===== src/rtl/ieee754_acc_seq.sv =====
// Accumulates a length-tagged stream of IEEE 754 singles through an external
// combinational adder. Optional saturation on overflow: define IEEE754_ACC_SAT_EN.
module ieee754_acc_seq #(
  parameter int CNT_W = 8
) (
  input  logic             clk,
  input  logic             rst,
  input  logic             start,
  input  logic [CNT_W-1:0] len,
  input  logic             in_valid,
  input  logic [31:0]      in_data,
  output logic             in_ready,
  output logic [31:0]      add_a,
  output logic [31:0]      add_b,
  input  logic [31:0]      add_s,
  input  logic             add_ovf,
  input  logic             add_unf,
  output logic             out_valid,
  input  logic             out_ready,
  output logic [31:0]      out_sum,
  output logic             out_ovf,
  output logic             out_unf,
  output logic             busy
);

  typedef enum logic [1:0] {IDLE, ACCUM, DONE} state_t;

  state_t           state_reg, state_next;
  logic [31:0]      acc_reg;
  logic [CNT_W-1:0] count_reg;
  logic             ovf_sticky_reg, unf_sticky_reg;
  logic [31:0]      out_sum_reg;
  logic             out_ovf_reg, out_unf_reg, out_valid_reg;

  logic             accept;
  logic             last_accept;
  logic [31:0]      acc_upd;
  logic             ovf_upd, unf_upd;

  // Value the accumulator takes on an accept.
`ifdef IEEE754_ACC_SAT_EN
  assign acc_upd = add_ovf ? (add_s[31] ? 32'hFF7FFFFF : 32'h7F7FFFFF) : add_s;
`else
  assign acc_upd = add_s;
`endif

  assign ovf_upd     = ovf_sticky_reg | add_ovf;
  assign unf_upd     = unf_sticky_reg | add_unf;
  assign last_accept = accept && (count_reg == {{(CNT_W-1){1'b0}}, 1'b1});

  assign add_a     = acc_reg;
  assign add_b     = in_data;
  assign out_valid = out_valid_reg;
  assign out_sum   = out_sum_reg;
  assign out_ovf   = out_ovf_reg;
  assign out_unf   = out_unf_reg;

  always_ff @(posedge clk or posedge rst) begin
    if (rst) begin
      state_reg <= IDLE;
    end else begin
      state_reg <= state_next;
    end
  end

  always_comb begin
    state_next = state_reg;
    in_ready   = 1'b0;
    accept     = 1'b0;
    busy       = (state_reg != IDLE);
    case (state_reg)
      IDLE: begin
        if (start) begin
          state_next = (len == '0) ? DONE : ACCUM;
        end
      end
      ACCUM: begin
        in_ready = 1'b1;
        accept   = in_valid;
        if (in_valid && (count_reg == {{(CNT_W-1){1'b0}}, 1'b1})) begin
          state_next = DONE;
        end
      end
      DONE: begin
        if (out_ready) begin
          state_next = IDLE;
        end
      end
      default: state_next = IDLE;
    endcase
  end

  // Datapath: accumulator, element counter, sticky flags and result registers.
  always_ff @(posedge clk or posedge rst) begin
    if (rst) begin
      acc_reg        <= 32'h0;
      count_reg      <= '0;
      ovf_sticky_reg <= 1'b0;
      unf_sticky_reg <= 1'b0;
      out_sum_reg    <= 32'h0;
      out_ovf_reg    <= 1'b0;
      out_unf_reg    <= 1'b0;
      out_valid_reg  <= 1'b0;
    end else begin
      out_valid_reg <= (state_next == DONE);
      if ((state_reg == IDLE) && start) begin
        acc_reg        <= 32'h0;
        count_reg      <= len;
        ovf_sticky_reg <= 1'b0;
        unf_sticky_reg <= 1'b0;
        if (len == '0) begin
          out_sum_reg <= 32'h0;
          out_ovf_reg <= 1'b0;
          out_unf_reg <= 1'b0;
        end
      end
      if (accept) begin
        acc_reg        <= acc_upd;
        ovf_sticky_reg <= ovf_upd;
        unf_sticky_reg <= unf_upd;
        count_reg      <= count_reg - 1'b1;
      end
      // The final element's contribution goes straight into the result.
      if (last_accept) begin
        out_sum_reg <= acc_upd;
        out_ovf_reg <= ovf_upd;
        out_unf_reg <= unf_upd;
      end
    end
  end

endmodule


===== config.mk =====
export PLATFORM = sky130hd
export DESIGN_NAME = ieee754_acc_seq
export DESIGN_NICKNAME = d
export VERILOG_FILES = /design/src/rtl/ieee754_acc_seq.sv
export SDC_FILE = /design/constraint.sdc
export NUM_CORES = 1
export LEC_CHECK = 0
export ABC_CLOCK_PERIOD_IN_PS = 3700
export CORE_ASPECT_RATIO = 0.7
export CORE_MARGIN = 2
export CORE_UTILIZATION = 39
export CTS_CLUSTER_SIZE = 12
export DETAILED_ROUTE_END_ITERATION = 16
export GPL_TIMING_DRIVEN = 0
export PLACE_DENSITY = 0.89
export SYNTH_ARGS = -nofsm -noshare
export SYNTH_HDL_FRONTEND = slang
export SYNTH_SLANG_ARGS = --single-unit

===== constraint.sdc =====
create_clock -name clk -period 3.7 [get_ports clk]
set_input_delay 0.74 -clock clk [delete_from_list [all_inputs] [get_ports clk]]
set_output_delay 0.74 -clock clk [all_outputs]
set_load 0.02 [all_outputs]

After elaboration in Yosys (flattened, before gate mapping) --
Index checks and enable logic that the tools add are counted.
Word-level totals: logic and storage cells 47, output and inout port bits 101, bits of input ports 79, register bits after elaboration 79
Operators by class: equality and inequality tests 4, reduce and logical (&&, ||, !) cells 10, add/subtract/negate cells 1, muxes and demuxes 21, bitwise gates (word level) 2
Operators with widths (number):
- two-way mux 32 bit | 5
- two-way mux 8 bit | 2
- two-way mux 1 bit | 9
- == test 8 x 1 -> 1 bit (second input constant) | 1
- zero test 8 bit | 1
- two-way mux 2 bit | 4
- nonzero test 2 bit | 4
- subtractor 8 x 1 -> 8 bit (second input constant) | 1
- case mux 2 bit (3 select lines) | 1
- == test 2 bit (second input constant) | 2
- logical AND 1 bit | 3
- == test 2 x 1 -> 1 bit (second input constant) | 1
- zero test 2 bit | 1
- bitwise OR 1 bit | 2
- AND reduction 2 bit | 1

Logic depth before layout (Yosys ltp) --
Gate-level depths: netlist of the first run.
depth after elaboration 5, mapped depth 7, gate-level depth less buffers 6

Worst setup path before layout of the first run --
No wires, ideal clock.
path type input to register, start point in start, end point reg out_sum_reg[0] (netlist: out_sum[0]), required time 3.578 ns, path buffers 3, setup slack 1.544 ns, setup time 0.122 ns, stages on the path 6, arrival time 2.034 ns, cells stage by stage or3b_2 > clkbuf_1 > o2bb2a_4 > buf_2 > buf_6 > a32o_1
On the way: longest elaborated chain between the ends 3
RTL lines:
- start, declared | line 8 | input logic start,
- logical AND 1 bit | line 106 | if ((state_reg == IDLE) && start) begin
- nonzero test 2 bit (no line)
- AND reduction 2 bit (no line)
- end signal, assigned | line 125 | out_sum_reg <= acc_upd;
- end, declared | line 32 | logic [31:0] out_sum_reg;
No other way between the ends. A chain may end at the register's enable or synchronous reset.

Final worst setup path of the first run --
start point in in_valid, end point reg acc_reg[26] (netlist: add_a[26])
On the way: longest elaborated chain between the ends 2, elaborated cells on any way between the ends 3, classes of those cells mux (2); reduce/logical (1)
RTL lines:
- start, declared | line 10 | input logic in_valid,
- two-way mux 1 bit * | line 71 | case (state_reg)
- two-way mux 32 bit / nonzero test 2 bit (equally long branches)
- end signal, assigned | line 118 | acc_reg <= acc_upd;
- end, declared | line 29 | logic [31:0] acc_reg;
Every way passes the cells marked *; elsewhere a longest branch is shown, timed or not.

==> qor.yml, run 1 <==
run_status:
  status: "complete, no violations"
global_routing:
  gr-total-overflow: 0
  globalRouteTotalUtil_pct: 20.2
  grt_pass1_wl_um: 14600
  grt_pass1_vias: 2841
  antenna_found_initial: 0
  grt_max_degree: 43
die:
  start_util_pct: 39.8
  die_area_um2: 9350
  chipHeight_um: 81.5
  die_w_um: 115
  core_um2: 8410
  io_pins: 180
  rows: 28
clocking:
  cts_buffers: 9
  cts_resized: 0
  cts_buffer_depth: 2
  clock-sinks: 79
  clk_pin_slew_ns: 0.06
  clock_latency_ns: 0.33
  htreeDepth: 3
  cts_root_buf: "clkbuf_16"
  holdBufCountCts: 0
  cts_tree: "done"
  postCtsSetupBuffers: 0
yosys:
  synthCells: 263
  synth_area_um2: 3350
  synth_nets: 344
  ys_ff_latch: 79
  ys_warn_count: 0
  avgSynthCellArea_um2: 12.7
  ys_seq_area_share_pct: 59.0
  synth_cell_types: 34
worst_setup_path:
  worst-path-max-fanout: 10
  endpoint_kind: "register"
  worstSetupPathType: "in -> reg"
  cp.arrival_ns: 2.85
  cp.required_ns: 3.96
  start_kind: "input pin"
drt:
  drtAntennaViolNets: 0
  num_vias: 2868
  drc: 0
  wl_met1_um: 4180
  dr_wl_met2_um: 4670
  drtIter0Drc: 290
  first_pass_iters: 4
  wl_um: 9600
  wl_per_cell_um: 18.0
  drt-vias-per-instance: 5.39
  highest_layer: "met4"
  dr_wl_met3_um: 623
cells_and_area:
  area_delta_synth_final_pct: 57.7
  nFillCells: 677
  final_nets: 503
  final_cells: 532
  drive_above_1_share_pct: 14.1
  antenna-diode-count: 0
  post-route-util_pct: 62.8
sta:
  fmax_mhz: 386
  period_share_pct: 70.0
  setup_viol: 0
  hold_viol_final: 0
  period_needed_ns: 2.59
  setup_ws_ns: 1.11
  rsz0062_at_grt: "false"
  tns_ns: 0
  slew_viol_final: 0
  tightest_slew_ns: 0.625
  skew_ns: 0.00658
  max_slew_margin_pct: 58.3
min_path:
  hp-class: "reg -> reg"
job:
  drv_cap: 0
power_and_ir_drop:
  peakVddDrop_uv: 222
  powerDensity_nw_per_um2: 429
  leakage_nw: 2.27
  design_power_total_mw: 2.26
place:
  dp_hpwl_um: 7010
  gp_congestion: 0.807
  dp_slack_ns: 0.758
  place_inst: 516
  numPortBuffers: 147
-- routing by layer --
layer	up-vias	global-route usage, %
li1	1292	-
met1	1436	26.9
met2	129	33.0
met3	11	5.90
met4	0	4.94
met5	-	0
-- final timing paths --
check,startpoint,endpoint,slack [ns],cells past startpoint
max in group asynchronous,rst,out_sum[31],2.31,3
worst max-delay path,in_valid,add_a[26],1.11,6
worst max register to register,count_reg[6],out_ovf,1.30,5
worst min-delay path,out_sum[1],out_sum[1],0.49,1
min in group asynchronous,rst,out_sum[5],0.80,2
worst min register to register,out_sum[1],out_sum[1],0.49,1
-- per-stage QoR --
step / hold WS (ns) / instance area, um^2
2_1_floorplan: 0.463 / 3350
4_1_cts: 0.496 / 5280
3_3_place_gp: 0.472 / 4950
6_report: 0.492 / 5280
3_5_place_dp: 0.477 / 4970
5_1_grt: 0.499 / 5280
-- cells by family (layout without fill, tap and decap cells) --
family	count (synthesis)	count (layout)	share of synthesized area [%]
compound gates	89	89	23.3
fa+ha+maj	2	2	0.747
buf+inv	57	221	10.7
flops	79	79	59.0
mux	1	1	0.299
simple gates	35	35	5.94
-- layout make-up --
class,count,area (um^2),area share [%]
Tap cell,105,131,2.49
Clock buffer,10,239,4.53
Clock inverter,6,67.6,1.28
Inverter,5,21.3,0.403
Sequential cell,79,1980,37.4
Multi-Input combinational cell,127,1010,19.2
Timing Repair Buffer,148,1490,28.2
Buffer,52,339,6.42
-- cell usage after synthesis --
cell type | n | area, um^2
a211oi_1 | 3 | 22.5
a21o_1 | 1 | 7.51
a21oi_1 | 8 | 40.0
a22o_1 | 32 | 280
a22oi_1 | 2 | 15.0
a311oi_1 | 3 | 26.3
a32o_1 | 32 | 320
and3b_1 | 1 | 8.76
buf_1 | 1 | 3.75
buf_2 | 1 | 5.00
buf_4 | 32 | 240
buf_6 | 3 | 33.8
clkbuf_1 | 15 | 56.3
dfrtp_1 | 79 | 1980
ha_1 | 2 | 25.0
inv_1 | 5 | 18.8
mux2i_1 | 1 | 10.0
nand2_1 | 7 | 26.3
nand2b_1 | 1 | 6.26
nand3_1 | 1 | 5.00
nand3b_1 | 1 | 7.51
nor2_1 | 13 | 48.8
nor2b_1 | 1 | 6.26
nor4_1 | 4 | 25.0
nor4b_4 | 1 | 23.8
o21ai_0 | 3 | 15.0
o221ai_1 | 1 | 8.76
o22ai_1 | 1 | 6.26
o2bb2a_4 | 1 | 20.0
o2bb2ai_1 | 2 | 17.5
or2_2 | 1 | 6.26
or3_1 | 1 | 6.26
or3b_2 | 2 | 17.5
or4_4 | 1 | 11.3
-- power by group --
group / leakage (nW) / internal (mW) / switching, mW
Combinational: 1.12 / 0.209 / 0.187
Clock: 0.145 / 0.543 / 0.354
Sequential: 1.00 / 0.920 / 0.0491
-- cells in the final DEF, fill, tap and decap left out, types with 2 or more instances in the layout --
cell	instances
buf_6	3
a311oi_1	3
nor2_1	13
dfrtp_1	79
buf_4	32
o21ai_0	3
a22oi_1	2
clkinvlp_4	2
nand2_1	7
o2bb2ai_1	2
a211oi_1	3
clkdlybuf4s50_1	147
ha_1	2
a22o_1	32
or3b_2	2
inv_1	4
a21oi_1	8
nor4_1	4
clkbuf_1	15
clkbuf_16	9
a32o_1	32
-- critical path, cell delays in order --
cell	delay (ns)
clkdlybuf4s50_1	0.47
and3b_1	0.21
clkbuf_1	0.26
nor2_1	0.43
clkbuf_1	0.50
a22o_1	0.23
(Power assumes the default switching activity.)
==> inputs of run 2 (changes only) <==
- ABC_CLOCK_PERIOD_IN_PS: 3700 -> 2150
- CORE_UTILIZATION: 39 -> 35
- PLACE_DENSITY: 0.89 -> 0.85
- clock period: 3.7 -> 2.15 ns (I/O delays scaled with it)
==> run 2 against run 1 <==
Critical path depth fell by 1. Final area rose by 3.1%. Final cell count rose by 3.4%. Critical path type is now reg -> reg. Highest routed layer unchanged.
==> qor.yml, run 2 (synthesized netlist as in run 1, its figures left out) <==
worst_setup_path:
  setup.worst_path.start: "count_reg[6]"
  endpoint_kind: "register"
  cp.arrival_ns: 2.24  # -0.61 ns
  worstSetupPathType: "reg -> reg"
  rrSetupSlack_ns: 0.12  # -1.18 ns
  worstReg2RegStart: "count_reg[6]"
  start_kind: "register"
  worst-path-max-fanout: 10  # unchanged
  cp.required_ns: 2.36  # -1.60 ns
drt:
  wl_per_cell_um: 17.9  # -0.70%
  drc: 0  # unchanged
  drtIter0Drc: 205  # -29%
  first_pass_iters: 4  # unchanged
  wl_um: 9850  # +2.7%
  dr_wl_met2_um: 4680  # about the same
  highest_layer: "met4"
  wl_met1_um: 4240  # +1.3%
  drt-vias-per-instance: 5.24  # -2.7%
  num_vias: 2884  # +0.56%
  drtAntennaViolNets: 0  # unchanged
  dr_wl_met3_um: 805  # +29%
place:
  dp_hpwl_um: 7320  # +4.4%
  gp_congestion: 0.828  # +2.6%
  dp_slack_ns: -0.548  # -1.31 ns
  numPortBuffers: 147  # unchanged
power_and_ir_drop:
  sw_frac_of_total_pct: 22.3  # -3.8 points
  peakVddDrop_uv: 627  # +180%
  internal_power_mw: 3.44  # +110%
  seqPwrFrac_pct: 37.7  # -5.1 points
  clkPwrFrac_pct: 46.7  # +7.0 points
  p_sw_uw: 986  # +67%
  powerDensity_nw_per_um2: 813  # +90%
  design_power_total_mw: 4.42  # +95%
  pwr-share-comb_pct: 15.6  # -1.9 points
  leakage_nw: 2.36  # +3.8%
cells_and_area:
  nFillCells: 722  # +6.6%
  final_nets: 502  # -0.20%
  register_area_um2: 1980  # unchanged
  layout_common_cells: "146 x clkdlybuf4s50_1, 79 x dfrtp_1, 35 x buf_4"
  antenna-diode-count: 0  # unchanged
  post-route-util_pct: 59.3  # -3.5 points
  area_delta_synth_final_pct: 62.6
  drive_above_1_share_pct: 16.7  # +2.6 points
  final_common_cell: "clkdlybuf4s50_1"
  multi_input_comb_area_um2: 1020  # +0.49%
die:
  io_pins: 180  # unchanged
  die_area_um2: 10400  # +11%
  chipHeight_um: 85.8  # +5.3%
  rows: 29  # +3.6%
  core_um2: 9180  # +9.2%
  start_util_pct: 36.5  # -3.3 points
  die_w_um: 121  # +5.4%
global_routing:
  gr-total-overflow: 0  # unchanged
  globalRouteTotalUtil_pct: 19.4  # -0.81 points
  grt_pass1_vias: 2992  # +5.3%
  antenna_found_initial: 0  # unchanged
  grt_max_degree: 35  # -19%
  grt_pass1_wl_um: 15700  # +7.6%
clocking:
  cts_tree: "done"
  clk_pin_slew_ns: 0.06  # about the same
  clock_latency_ns: 0.33  # about the same
  cts_root_buf: "clkbuf_16"
  cts_buffers: 9  # unchanged
  clock-sinks: 79  # unchanged
  holdBufCountCts: 0  # unchanged
  cts_buffer_depth: 2  # unchanged
  htreeDepth: 3  # unchanged
sta:
  period_share_pct: 94.4
  rsz0062_at_grt: "false"
  tightest_slew_ns: 0.501  # -0.125 ns
  setup_ws_ns: 0.121  # -0.989 ns
  hold_viol_final: 0  # unchanged
  slew_viol_final: 0  # unchanged
  skew_ns: 0.00560  # -0.000975 ns
  max_slew_margin_pct: 66.6  # +8.3 points
  period_needed_ns: 2.03
  setup_viol: 0  # unchanged
  fmax_mhz: 493
min_path:
  hp-class: "in -> async"
run_status:
  status: "complete, no violations"
job:
  drv_cap: 0  # unchanged
[run 2: cell types whose count changed in the layout (fill, tap and decap cells not counted), sizes merged]
cell           change
bufinv             +5
clkbuf             -4
buf                +3
clkinv             -2
inv                -2
clkdlybuf4s50      -1
clkinvlp           -1
dlygate4sd2        +1
[run 2: repair_timing]
action | CTS | global route
gates resized for setup | 11 | 3
pin swaps | 1 | 1
endpoints found under the setup margin | 70 | 48
setup buffers | 2 | 0
[run 2: cell type report]
cell class / count / area share (%)
Timing Repair Buffer: 151 / 28.0
Clock buffer: 10 / 4.21
Sequential cell: 79 / 36.3
Buffer: 48 / 6.16
Clock inverter: 6 / 3.31
Multi-Input combinational cell: 127 / 18.7
Tap cell: 124 / 2.85
Inverter: 5 / 0.414
[run 2: layer usage]
layer / global-route usage, % / vias up
met5: 0 / -
met4: 5.39 / 0
met3: 6.25 / 15
met2: 31.5 / 142
met1: 25.1 / 1447
li1: - / 1280
[run 2: stage by stage]
stage	instance area (um^2)	cells	TNS (ns)	hold slack, ns
after global placement	4980	534	-28.71	0.474
after CTS	5450	553	0	0.442
after detailed placement	5020	536	-29.10	0.480
after floorplan	3350	263	0	0.463
after global routing	5440	550	0	0.471
final	5440	550	0	0.451
[run 2: worst paths after layout]
path | to | cells past startpoint
max reg2reg | out_sum[5] | 5
min reg2reg | out_ovf | 1
min in group clk | out_ovf | 1
max | out_sum[5] | 5
max in group asynchronous | state_reg[0] | 4
min | add_a[11] | 2
[run 2: worst max-delay path, cell delays in order (launching register included)]
cell and delay, ns:
dfrtp_1 0.41, or4_4 0.57, nor4b_4 0.31, o2bb2a_4 0.25, buf_6 0.16, a32o_1 0.21
[run 2: power by group through the flow]
stage                     Clock (mW)  Sequential [mW]  Combinational (mW)
after floorplan                    0             1.75               0.271
after global routing            2.16             1.68               0.742
after CTS                       2.10             1.66               0.701
after global placement             0             1.68               0.665
after detailed placement           0             1.69               0.697
final                           2.07             1.67               0.691
==> inputs of run 3 (changes only) <==
- CTS_CLUSTER_SIZE: 12 -> 30
- HOLD_SLACK_MARGIN: not set -> 0.08
==> results of run 3 <==
No change in the layout: final DEF, timing and power equal those of run 2.
